### src/rtl/digital_clock_if.sv
// Control/status bundle between the minutes/seconds counter and its users.
// The optional hours fields exist only when DIGITAL_CLOCK_HOURS_EN is defined.
interface digital_clock_if;
   logic       en;
   logic       load;
   logic [5:0] load_min;
   logic [5:0] load_sec;
   logic [5:0] sec;
   logic [5:0] min;
   logic       sec_wrap;
   logic       min_wrap;
`ifdef DIGITAL_CLOCK_HOURS_EN
   logic [4:0] load_hour;
   logic [4:0] hour;
   logic       hour_wrap;

   modport master (
      output en, load, load_min, load_sec, load_hour,
      input  sec, min, sec_wrap, min_wrap, hour, hour_wrap
   );

   modport slave (
      input  en, load, load_min, load_sec, load_hour,
      output sec, min, sec_wrap, min_wrap, hour, hour_wrap
   );
`else
   modport master (
      output en, load, load_min, load_sec,
      input  sec, min, sec_wrap, min_wrap
   );

   modport slave (
      input  en, load, load_min, load_sec,
      output sec, min, sec_wrap, min_wrap
   );
`endif
endinterface

### src/rtl/digital_clock.sv
// Free-running mm:ss timekeeper with prescaler, saturating preset and wrap pulses.
// Define DIGITAL_CLOCK_HOURS_EN to add a 0..23 hours counter with its own wrap pulse.
module digital_clock #(
   parameter int unsigned TICKS_PER_SEC = 1
) (
   input logic           clk,
   input logic           rst_n,
   digital_clock_if.slave bus
);

   localparam int unsigned PRESC_W = (TICKS_PER_SEC > 1) ? $clog2(TICKS_PER_SEC) : 1;
   localparam logic [PRESC_W-1:0] PRESC_LAST = PRESC_W'(TICKS_PER_SEC - 1);
   localparam logic [5:0] MAX_MS = 6'd59;

   logic [PRESC_W-1:0] presc_q, presc_d;
   logic [5:0]         sec_q, sec_d;
   logic [5:0]         min_q, min_d;
   logic               secWrap_q, secWrap_d;
   logic               minWrap_q, minWrap_d;
   logic               tick;
   logic               minCarry;

   function automatic logic [5:0] sat59(input logic [5:0] v);
      return (v > MAX_MS) ? MAX_MS : v;
   endfunction

   assign tick     = bus.en && (presc_q == PRESC_LAST);
   assign minCarry = tick && (sec_q >= MAX_MS);

   // Load wins over counting regardless of en; wrap pulses only come from counting.
   always_comb begin
      presc_d   = presc_q;
      sec_d     = sec_q;
      min_d     = min_q;
      secWrap_d = 1'b0;
      minWrap_d = 1'b0;
      if (bus.load) begin
         presc_d = '0;
         sec_d   = sat59(bus.load_sec);
         min_d   = sat59(bus.load_min);
      end else if (bus.en) begin
         if (tick) begin
            presc_d = '0;
            if (minCarry) begin
               sec_d     = 6'd0;
               secWrap_d = 1'b1;
               if (min_q >= MAX_MS) begin
                  min_d     = 6'd0;
                  minWrap_d = 1'b1;
               end else begin
                  min_d = min_q + 6'd1;
               end
            end else begin
               sec_d = sec_q + 6'd1;
            end
         end else begin
            presc_d = presc_q + PRESC_W'(1);
         end
      end
   end

   always_ff @(posedge clk or negedge rst_n) begin
      if (!rst_n) begin
         presc_q   <= '0;
         sec_q     <= '0;
         min_q     <= '0;
         secWrap_q <= 1'b0;
         minWrap_q <= 1'b0;
      end else begin
         presc_q   <= presc_d;
         sec_q     <= sec_d;
         min_q     <= min_d;
         secWrap_q <= secWrap_d;
         minWrap_q <= minWrap_d;
      end
   end

   assign bus.sec      = sec_q;
   assign bus.min      = min_q;
   assign bus.sec_wrap = secWrap_q;
   assign bus.min_wrap = minWrap_q;

`ifdef DIGITAL_CLOCK_HOURS_EN
   localparam logic [4:0] MAX_HOUR = 5'd23;

   logic [4:0] hour_q, hour_d;
   logic       hourWrap_q, hourWrap_d;

   // Hours advance on the same edge that produces min_wrap, i.e. on the minute carry.
   always_comb begin
      hour_d     = hour_q;
      hourWrap_d = 1'b0;
      if (bus.load) begin
         hour_d = (bus.load_hour > MAX_HOUR) ? MAX_HOUR : bus.load_hour;
      end else if (minCarry && (min_q >= MAX_MS)) begin
         if (hour_q >= MAX_HOUR) begin
            hour_d     = 5'd0;
            hourWrap_d = 1'b1;
         end else begin
            hour_d = hour_q + 5'd1;
         end
      end
   end

   always_ff @(posedge clk or negedge rst_n) begin
      if (!rst_n) begin
         hour_q     <= '0;
         hourWrap_q <= 1'b0;
      end else begin
         hour_q     <= hour_d;
         hourWrap_q <= hourWrap_d;
      end
   end

   assign bus.hour      = hour_q;
   assign bus.hour_wrap = hourWrap_q;
`endif

endmodule

### src/flat_wrapper.sv
// flat-port wrapper written by rule: the top's interface ports become plain ports
module digital_clock_flat 
#(
   parameter int unsigned TICKS_PER_SEC = 1
)
  (clk, rst_n, bus_en, bus_load, bus_load_min, bus_load_sec, bus_sec, bus_min, bus_sec_wrap, bus_min_wrap);
  digital_clock_if bus_i ();
  input logic clk;
  input logic rst_n;
  input wire logic [$bits(bus_i.en)-1:0] bus_en;
  input wire logic [$bits(bus_i.load)-1:0] bus_load;
  input wire logic [$bits(bus_i.load_min)-1:0] bus_load_min;
  input wire logic [$bits(bus_i.load_sec)-1:0] bus_load_sec;
  output wire logic [$bits(bus_i.sec)-1:0] bus_sec;
  output wire logic [$bits(bus_i.min)-1:0] bus_min;
  output wire logic [$bits(bus_i.sec_wrap)-1:0] bus_sec_wrap;
  output wire logic [$bits(bus_i.min_wrap)-1:0] bus_min_wrap;
  assign bus_i.en = bus_en;
  assign bus_i.load = bus_load;
  assign bus_i.load_min = bus_load_min;
  assign bus_i.load_sec = bus_load_sec;
  assign bus_sec = bus_i.sec;
  assign bus_min = bus_i.min;
  assign bus_sec_wrap = bus_i.sec_wrap;
  assign bus_min_wrap = bus_i.min_wrap;
  digital_clock #(.TICKS_PER_SEC(TICKS_PER_SEC)) u_core (.clk(clk), .rst_n(rst_n), .bus(bus_i));
endmodule
### config.mk
export PLATFORM = sky130hd
export DESIGN_NAME = digital_clock_flat
export DESIGN_NICKNAME = d
export VERILOG_FILES = /design/src/rtl/digital_clock_if.sv /design/src/rtl/digital_clock.sv /design/src/flat_wrapper.sv
export SDC_FILE = /design/constraint.sdc
export NUM_CORES = 1
export LEC_CHECK = 0
export BUFFER_PORTS_ARGS = -buffer_cell sky130_fd_sc_hd__buf_2
export CAP_MARGIN = 20
export CORE_ASPECT_RATIO = 0.6
export CORE_MARGIN = 1.5
export CORE_UTILIZATION = 40
export CTS_CLUSTER_DIAMETER = 150
export DETAILED_ROUTE_END_ITERATION = 10
export GPL_TIMING_DRIVEN = 0
export PLACE_DENSITY = 0.66
export SLEW_MARGIN = 20
export SYNTH_ARGS = -nofsm -noshare
export SYNTH_HDL_FRONTEND = slang
export SYNTH_SLANG_ARGS = --single-unit
### constraint.sdc
create_clock -name clk -period 4.4 [get_ports clk]
set_input_delay 0.22 -clock clk [delete_from_list [all_inputs] [get_ports clk]]
set_output_delay 0.22 -clock clk [all_outputs]
set_load 0.005 [all_outputs]
==> impl_metrics.yaml <==
drt:
  wl_mm: 2.37
  vias: 893
  post_drt_via_cell_ratio: 5.62
  drtPass1Iterations: 4
  drtIter0Drc: 71
  drc: 0
  ant_nets: 0
  avgRoutedWirePerCell_um: 14.9
power:
  p_total_uw: 360
  irDropWorstVdd_v: 0.000145
  internal_power_uw: 253
  power.switching_uw: 107
  pwr-share-seq_pct: 47.3
  leakage_nw: 0.558
  p_per_area_mw_per_mm2: 313
  combPwrFrac_pct: 22.4
  swShare_pct: 29.7
  p_clk_share_pct: 30.3
critical_path:
  cp-start-kind: "flip-flop"
  worstPathArrival_ns: 1.95
  cp_max_fo: 6
  r2r_start: "u_core.bus.min[0]$_DFFE_PN0P_"
  path_class: "flip-flop to flip-flop"
  cp-startpoint: "u_core.bus.min[0]$_DFFE_PN0P_"
  end_kind: "flip-flop"
  crit_slowest_cell: "dfrtp_1"
  crit_required_ns: 4.58
  max_stage_delay_ns: 0.42
  cp_cell_sequence: "ha_1 > o2111ai_1 > nand4b_4 > or3b_1 > nand3_1"
layout:
  nets: 148
  syn_to_final_growth_pct: 26.0
  drive_above_1_share_pct: 31.0
  num_antenna_cells: 0
synth:
  ys_seq_elements: 15
  synth_top_cell_by_area: "dfrtp_1"
  synth_area_leaders: "dfrtp_1, nand3_1, a31oi_1, ha_1, o21ai_0"
  yosys_warnings: 0
  syn_area_per_cell_um2: 9.63
  seq_area_frac_synth_pct: 41.0
  syn-num-nets: 113
  syn_area_um2: 915
  synth_ff_type: "dfrtp_1"
  synth-edff-count: 0
  netlist.area_leader.share_pct: 41.0
  synth_cells: 95
  synthArstFlopShare_pct: 100
  synth_cell_types: 40
clocking:
  cts_hold_buf: 1
  cts-root-buf: "clkbuf_8"
  cts_resized: 0
  h-tree-depth: 1
  insertion_delay_ns: 0.25
  cts_made_buffers: 3
  cts_tree: "built"
  clk_pin_slew_ns: 0.06
  cts_buffer_depth: 2
  post_cts_buffers: 0
  cts.sinks: 15
timing:
  slew_viol_final: 0
  fin_ws_ns: 2.63
  clock_skew_ns: 0.000419
  fin_tns_setup_ns: 0
  period_minus_slack_ns: 1.77
  rsz0062_at_grt: "no"
  worst_pin_slew_ns: 0.462
  clock.fmax_mhz: 566
  final.period_utilization_pct: 40.2
  maxSlewHeadroom_pct: 69.2
  hold_viol: 0
  finalSetupViolations: 0
placed_design:
  place_ws_ns: 2.64
  portBuffers: 29
  dp_hpwl_mm: 1.81
  place_congestion: 0.921
grt:
  antenna_found_initial: 0
  grt_overflow: 0
  grt.total_usage_pct: 20.5
  grt_pass1_vias: 772
  grt_max_degree: 16
  grt_pass1_wl_mm: 3.84
worst_hold_path:
  hold_start: "bus_en"
  hold_path_class: "primary input to flip-flop"
die:
  row_count: 13
  core_mm2: 0.00216
  fp.dieW_um: 64.7
  design.die.area_mm2: 0.00259
  io_pins: 30
  initial_utilization_pct: 42.3
  die_h_um: 40.0
flow_run:
  maxCapViolations: 0
outcome:
  status: "complete, no violations"
## layout make-up
type	count	area, µm²
fillers	208	1010
well taps	30	37.5
inverters	4	15.0
repair buffers	30	155
clock buffers	4	45.0
multi-input cells	71	490
flip-flops and latches	15	375
plain buffers	5	33.8
## power by group through the flow
stage	registers, mW	logic (mW)	clock network [mW]
after detailed placement	0.172	0.0803	0
final	0.170	0.0808	0.109
after floorplan	0.170	0.0453	0
after CTS	0.169	0.0812	0.112
after global placement	0.172	0.0775	0
after global routing	0.173	0.0906	0.118
## per-stage QoR
step / area [µm²] / std cells / util [%] / hold slack (ns)
final: 1150 / 159 / 53.3 / 0.159
after global routing: 1150 / 159 / 53.3 / 0.163
after CTS: 1150 / 159 / 53.3 / 0.156
after detailed placement: 1100 / 154 / 50.7 / 0.147
after global placement: 1100 / 154 / 50.7 / 0.145
after floorplan: 915 / 95 / - / -0.0756
## cell families (layout without fill, tap and decap cells)
kind of cell,count (synthesis),after routing,share of synthesized area (%)
compound gates,31,31,23.5
xor+xnor,1,1,0.958
fa+ha+maj,2,2,2.74
buf+inv,9,43,5.33
flops,15,15,41.0
simple gates,37,37,26.4
## cells in the final DEF (no fill, tap or decap), types with 2 or more instances in the layout
master    Yosys  routed
buf_2         0      29
dfrtp_1      15      15
nand3_1       9       9
o21ai_0       5       5
a31oi_1       5       5
a21oi_1       4       4
inv_1         4       4
nor2_1        3       3
clkbuf_1      2       3
nand2_1       3       3
a22oi_1       3       3
a211oi_1      3       3
o22ai_1       3       3
nor2b_1       3       3
clkbuf_8      0       3
buf_6         2       2
nor3_1        2       2
nand2b_1      2       2
nand4_1       2       2
and3_1        2       2
ha_1          2       2
## final timing paths
| path | slack [ns] | to | cells past startpoint |
|---|---|---|---|
| worst min register to register | 0.57 | u_core.presc_q$_DFFE_PN0P_ | 1 |
| max in group asynchronous | 3.73 | u_core.bus.min_wrap$_DFF_PN0_ | 2 |
| worst max register to register | 2.63 | u_core.bus.min[2]$_DFFE_PN0P_ | 5 |
| min in group asynchronous | 0.42 | u_core.bus.min[1]$_DFFE_PN0P_ | 2 |
| worst min-delay path | 0.16 | u_core.presc_q$_DFFE_PN0P_ | 2 |
| worst max-delay path | 2.63 | u_core.bus.min[2]$_DFFE_PN0P_ | 5 |
## flip-flops by register name, indices dropped and copies added (netlist names)
| signal | cells |
|---|---|
| u_core.bus.sec_wrap | 1 |
| u_core.presc_q | 1 |
| u_core.bus.min_wrap | 1 |
| u_core.bus.sec | 6 |
| u_core.bus.min | 6 |
## metal layers
metal,global-route usage [%],wire length [µm],vias to the layer above
met2,30.2,1060,18
met1,30.1,1210,432
met5,0,0,-
met3,5.06,79,4
li1,-,-,439
met4,4.79,25,0
## synthesized netlist by cell type, drive strengths merged, types with 2 or more instances
cell type,n
dfrtp,15
a31oi,5
o22ai,3
nor2b,3
buf,3
a22oi,3
a211oi,3
nand4,2
nor3,2
inv,4
clkbuf,2
nor2,3
nand3,9
and3,2
o21ai,5
ha,2
a21oi,4
nand2b,2
nand2,4
## critical path, delay by kind of cell, from the launching register on
kind,cells,cell delay (ns)
fa+ha+maj,1,0.27
compound gates,1,0.36
simple gates,3,0.66
flops,1,0.42
(Power assumes the default switching activity.)
